--- src/rtl/sr_latch_ctrl.sv ---
// sr_latch_ctrl: round-robin sequencer of set/reset pulses onto an SR latch bank.
// Define SR_LATCH_CTRL_VERIFY_EN to build the q readback compare that drives err.
module sr_latch_ctrl #(
  parameter int N         = 4,
  parameter int IDXW      = 2,
  parameter int PULSE_CYC = 2
) (
  input  logic            clk,
  input  logic            rst_n,
  input  logic            a_valid,
  output logic            a_ready,
  input  logic [IDXW-1:0] a_idx,
  input  logic            a_op,
  input  logic            b_valid,
  output logic            b_ready,
  input  logic [IDXW-1:0] b_idx,
  input  logic            b_op,
  output logic [N-1:0]    s_out,
  output logic [N-1:0]    r_out,
  input  logic [N-1:0]    q_in,
  output logic            busy,
  output logic            err
);
  typedef enum logic [1:0] {IDLE, DRIVE, RELEASE} state_t;
  state_t state_q, state_d;
  logic [IDXW-1:0] idx_q, idx_d;
  logic op_q, op_d;
  logic [3:0] cnt_q, cnt_d;
  logic prio_q, prio_d;
  logic err_q, err_d;
  logic grant_a, grant_b;
  // prio_q = 1 means B wins a tie
  assign grant_a = a_valid && (!b_valid || !prio_q);
  assign grant_b = b_valid && (!a_valid || prio_q);
  always_comb begin
    state_d = state_q;
    idx_d   = idx_q;
    op_d    = op_q;
    cnt_d   = cnt_q;
    prio_d  = prio_q;
    err_d   = err_q;
    a_ready = 1'b0;
    b_ready = 1'b0;
    s_out   = '0;
    r_out   = '0;
    case (state_q)
      IDLE: begin
        a_ready = rst_n && grant_a;
        b_ready = rst_n && grant_b;
        if (a_ready || b_ready) begin
          idx_d   = a_ready ? a_idx : b_idx;
          op_d    = a_ready ? a_op : b_op;
          cnt_d   = 4'(PULSE_CYC - 1);
          prio_d  = a_ready;
          state_d = DRIVE;
        end
      end
      DRIVE: begin
        s_out[idx_q] = op_q;
        r_out[idx_q] = !op_q;
        cnt_d        = cnt_q - 4'd1;
        state_d      = (cnt_q == 4'd0) ? RELEASE : DRIVE;
      end
      RELEASE: begin
        state_d = IDLE;
`ifdef SR_LATCH_CTRL_VERIFY_EN
        err_d = err_q || (q_in[idx_q] != op_q);
`endif
      end
      default: state_d = IDLE;
    endcase
  end
  always_ff @(posedge clk or negedge rst_n) begin
    if (!rst_n) begin
      state_q <= IDLE;
      idx_q   <= '0;
      op_q    <= 1'b0;
      cnt_q   <= '0;
      prio_q  <= 1'b0;
      err_q   <= 1'b0;
    end else begin
      state_q <= state_d;
      idx_q   <= idx_d;
      op_q    <= op_d;
      cnt_q   <= cnt_d;
      prio_q  <= prio_d;
      err_q   <= err_d;
    end
  end
  assign busy = (state_q != IDLE);
`ifdef SR_LATCH_CTRL_VERIFY_EN
  assign err = err_q;
`else
  logic unused_q_in;
  assign unused_q_in = ^{q_in, err_q, err_d};
  assign err = 1'b0;
`endif
endmodule

--- config.mk ---
export PLATFORM = sky130hd
export DESIGN_NAME = sr_latch_ctrl
export DESIGN_NICKNAME = d
export VERILOG_FILES = /design/src/rtl/sr_latch_ctrl.sv
export SDC_FILE = /design/constraint.sdc
export NUM_CORES = 1
export LEC_CHECK = 0
export BUFFER_PORTS_ARGS = -buffer_cell sky130_fd_sc_hd__buf_2
export CAP_MARGIN = 20
export CORE_MARGIN = 5
export CORE_UTILIZATION = 35
export CTS_CLUSTER_SIZE = 20
export DETAILED_ROUTE_END_ITERATION = 6
export GPL_TIMING_DRIVEN = 0
export SLEW_MARGIN = 20
export SYNTH_ARGS = -nofsm -noshare
export SYNTH_HDL_FRONTEND = slang
export SYNTH_SLANG_ARGS = --single-unit
--- constraint.sdc ---
create_clock -name clk -period 2.07 [get_ports clk]
set_input_delay 0.1035 -clock clk [delete_from_list [all_inputs] [get_ports clk]]
set_output_delay 0.1035 -clock clk [all_outputs]
set_load 0.1 [all_outputs]
# Word-level counts from Yosys, hierarchy flattened
# Cells that the tools add are included.
# word_totals
output_inout_bits	12
register_bits	10
wordCells	43
input_bits	14
# classes
addsub	1
n_eq_ne	2
magnitude_cmp	2
reduce_logical	18
mux	13
bitwise	2
# ops
cell	n
$mux 4	3
$and 4x4->4	2
$pmux 4 s2	1
$mux 2	3
$logic_and 1x1->1	5
$logic_not 1->1	4
$logic_not 4->1	1
$mux 1	4
$pmux 2 s2	1
$reduce_and 2->1	2
$reduce_bool 2->1	2
$sub 4x1->4 const B	1
$logic_or 1x1->1	3
$lt 2x3->1 const B	1
$demux 1 s2	1
$eq 2x1->1 const B	1
$ge 2x1->1 const B	1
$logic_not 2->1	1
$ne 2x2->1 const B	1

# Depth between registers and ports, before layout
# logic_depth
word_depth	7
ltp_mapped	5
depth_no_buf	5

# Worst setup path after synthesis
# Ideal clock, no wire load.
# synth_timing
path_type	register -> output
startpoint	register state_q[1]
endpoint	output port r_out[0]
slack_ns	-1.579
path_buffers	1
arrival_ns	3.546
required_ns	1.966
path_stages_with_launch	4
cell_sequence	dfrtp_1 > nand2b_1 > buf_4 > nor4_1
# synth_via
elab_chain_cells	2
# synth_lines
element	line	source
from (decl)	25	state_t state_q, state_d;
from (signal assigned)	82	state_q <= state_d;
$eq 2x1->1	46	case (state_q)
$mux 4	46	
to (decl)	19	output logic [N-1:0] r_out,
# No other way between the ends.

# Worst setup path after layout
# layout_timing
startpoint	input port rst_n
endpoint	output port b_ready
# layout_via
elab_chain_cells	2
# layout_lines
element	line	source
from (decl)	9	input logic rst_n,
$logic_and 1x1->1	49	b_ready = rst_n && grant_b;
$mux 1	46	
to (decl)	15	output logic b_ready,
# No other way between the ends.

==> summary.txt <==
Global-route wire length before repair: 2370 µm
CP max FO: 16
Number of remaining DRC errors: 0
Ratio of cells with drive above 1 in the final layout: 33.7%
Per-instance average area after synthesis: 9.01 µm²
Global Route Usage Sum: 11.9%
Crit path time final: 1.93 ns
# H-tree levels: 1
# setup viols final: 0
Final cycle utilization of the critical path: 93.2%
Proportion of synthesized chip area in sequential cells: 39.7%
Reported max-cap violation count: 0
Share of synthesized flip-flops with an asynchronous set or reset: 100%
Clock root buffer: sky130_fd_sc_hd__clkbuf_4
Cell Rows: 15
Postcts setup bufs: 0
Chip width: 52.4 µm
Area share of the leading cell type in the synthesized netlist: 39.7%
Number of routed nets with antenna violations: 0
Synth warn: 0
Count of antenna diodes in the layout: 0
Die Height: 52.4 µm
Average wire per standard cell: 11.7 µm
Fillers: 173
Final Non-Filler Cells: 120
Weighted congestion at the end of routability-driven global placement: 0.740
Type of the tightest min-delay check: in2reg
Post-synth EDFFs: 0
Leftover overflow at the end of global routing: 0
Skew final: 0.00109 ns
Pins over their slew limit: 0
Setup CP Type: in2out
CTS tree: done
Area delta synth->final: 30.4%
Flip-flop and latch count after synthesis: 10
Per-cell via count in the routed design: 4.98
RSZ-0062 raised after global routing: no
Num ports: 26
Arrival time of data at the critical path endpoint: 1.83 ns
Most used standard cells in the synthesized netlist: sky130_fd_sc_hd__dfrtp_1 (10), sky130_fd_sc_hd__inv_1 (5), sky130_fd_sc_hd__nand2_1 (5), sky130_fd_sc_hd__nor3_1 (5)
IO buf count: 20
Max Clock Freq: 518 MHz
Initial Util: 36.5%
Die Area: 2750 µm²
Clock latency reported for the late side of the worst-skew pair: 0.27 ns
Number of antenna violations at the first check in global routing: 0
Main synth FF type: sky130_fd_sc_hd__dfrtp_1
Critical path data required time: 1.97 ns
Sort of element at the start of the critical path: primary input
Post-Syn Nets: 86
Post-synthesis cell count: 70
Number of global-route vias before repair: 548
Total clock sinks: 10
Number of buffers between clock root and the deepest sink: 2
Post-synthesis cell area: 631 µm²
HPWL reported at the end of detailed placement: 1100 µm
Overall via count from detail_route: 597
Final count of hold timing violations: 0
DRC violation total after the first TritonRoute iteration: 12
Post-layout nets: 112
Number of placed instances with taps included: 115
Post-synthesis cell type count: 27
Standard cell core area: 1730 µm²
TritonCTS buffer count: 3
Pin count of the biggest net entering global routing: 17
Critical Path End Type: primary output
Top area cells in the synthesized netlist: sky130_fd_sc_hd__dfrtp_1 (40%), sky130_fd_sc_hd__ha_1 (4.0%), sky130_fd_sc_hd__nand2b_1 (4.0%)
Library cell occupying the most area in the post-synthesis netlist: sky130_fd_sc_hd__dfrtp_1
TritonRoute pass-1 iters: 4
Clock-pin slew on the worst setup and hold paths: 0.07 ns
Run status: complete, no violations
Total Wirelength: 1410 µm
Most used standard cell by instance count after synthesis: sky130_fd_sc_hd__dfrtp_1
## layout make-up
cell class	instances	area (µm²)	share of cell area [%]
Multi-Input combinational cell	53	358	43.5
Sequential cell	10	250	30.4
Timing Repair Buffer	21	113	13.7
Clock buffer	4	36.3	4.41
Tap cell	25	31.3	3.81
Inverter	5	18.8	2.28
Buffer	2	15.0	1.83
## logic make-up (layout without fill, tap and decap cells)
family                     Yosys count  in the layout  share of synthesized area (%)
other                                1              1                          0.595
and+or+nand+nor                     32             32                           31.9
xor gates and xnor gates             3              3                           4.17
DFF                                 10             10                           39.7
AOI/OAI and AO/OA                   15             15                           14.3
buffers and inverters                7             32                           5.36
adders and majority gates            2              2                           3.97
## through the flow
stage / worst slack, ns / hold slack, ns / util (%) / TNS, ns / area (µm²)
detailed placement: 0.570 / 0.0133 / 44.8 / 0 / 773
global placement: 0.585 / 0.0117 / 44.8 / 0 / 773
finish: 0.140 / 0.101 / 47.6 / 0 / 822
global route: 0.0172 / 0.117 / 47.6 / 0 / 822
floorplan: -0.825 / -0.192 / - / -2.87 / 642
CTS: 0.0231 / 0.103 / 47.5 / 0 / 820
## timing repair
action | in CTS | in global routing
hold buffers | 1 | 0
resized for setup | 0 | 1
hold endpoints to repair | 10 | 0
setup endpoints to repair | 0 | 1
## worst paths after layout
check,from,endpoint,slack (ns),depth (start not counted)
max in group asynchronous,rst_n,prio_q$_DFFE_PN0P_,1.58,2
min,b_idx[0],idx_q[0]$_DFFE_PN0P_,0.10,3
max reg2reg,state_q[1]$_DFFE_PN0P_,prio_q$_DFFE_PN0P_,0.86,3
min reg2reg,cnt_q[3]$_DFFE_PN0P_,state_q[1]$_DFFE_PN0P_,0.51,1
min in group asynchronous,rst_n,cnt_q[3]$_DFFE_PN0P_,0.25,2
max,rst_n,b_ready,0.14,5
## flip-flops by register name, summed over array words and instances, names as in the netlist
register / count
cnt_q: 4
idx_q: 2
prio_q: 1
state_q: 2
op_q: 1
## critical path, cell delays in order
cell,delay (ns)
sky130_fd_sc_hd__dlygate4sd3_1,0.52
sky130_fd_sc_hd__buf_2,0.30
sky130_fd_sc_hd__nor3b_4,0.37
sky130_fd_sc_hd__and3_1,0.20
sky130_fd_sc_hd__clkbuf_4,0.32
## layout by cell type (no fill, tap or decap), types with 2 or more instances in the layout
| cell | netlist | final |
|---|---|---|
| sky130_fd_sc_hd__a21oi_1 | 4 | 4 |
| sky130_fd_sc_hd__a31oi_1 | 3 | 3 |
| sky130_fd_sc_hd__buf_2 | 0 | 19 |
| sky130_fd_sc_hd__buf_4 | 2 | 2 |
| sky130_fd_sc_hd__clkbuf_4 | 0 | 4 |
| sky130_fd_sc_hd__dfrtp_1 | 10 | 10 |
| sky130_fd_sc_hd__ha_1 | 2 | 2 |
| sky130_fd_sc_hd__inv_1 | 5 | 5 |
| sky130_fd_sc_hd__nand2_1 | 5 | 5 |
| sky130_fd_sc_hd__nand2b_1 | 4 | 4 |
| sky130_fd_sc_hd__nand3b_1 | 2 | 2 |
| sky130_fd_sc_hd__nand4_1 | 3 | 3 |
| sky130_fd_sc_hd__nor2_1 | 4 | 4 |
| sky130_fd_sc_hd__nor3_1 | 5 | 4 |
| sky130_fd_sc_hd__o21ai_0 | 4 | 4 |
| sky130_fd_sc_hd__o22ai_1 | 2 | 2 |
| sky130_fd_sc_hd__xnor2_1 | 2 | 2 |
## layer usage
metal / up-vias / part of all wire, % / GRT usage [%]
met5: - / 0 / 0
met4: 0 / 2.6 / 7.66
met3: 5 / 8.1 / 3.42
met2: 21 / 44 / 17.1
met1: 273 / 45 / 15.3
li1: 298 / - / -
Power is left out: the tool's default activity adds up to more than one toggle a clock period on the data nets, which glitch-free logic cannot reach.
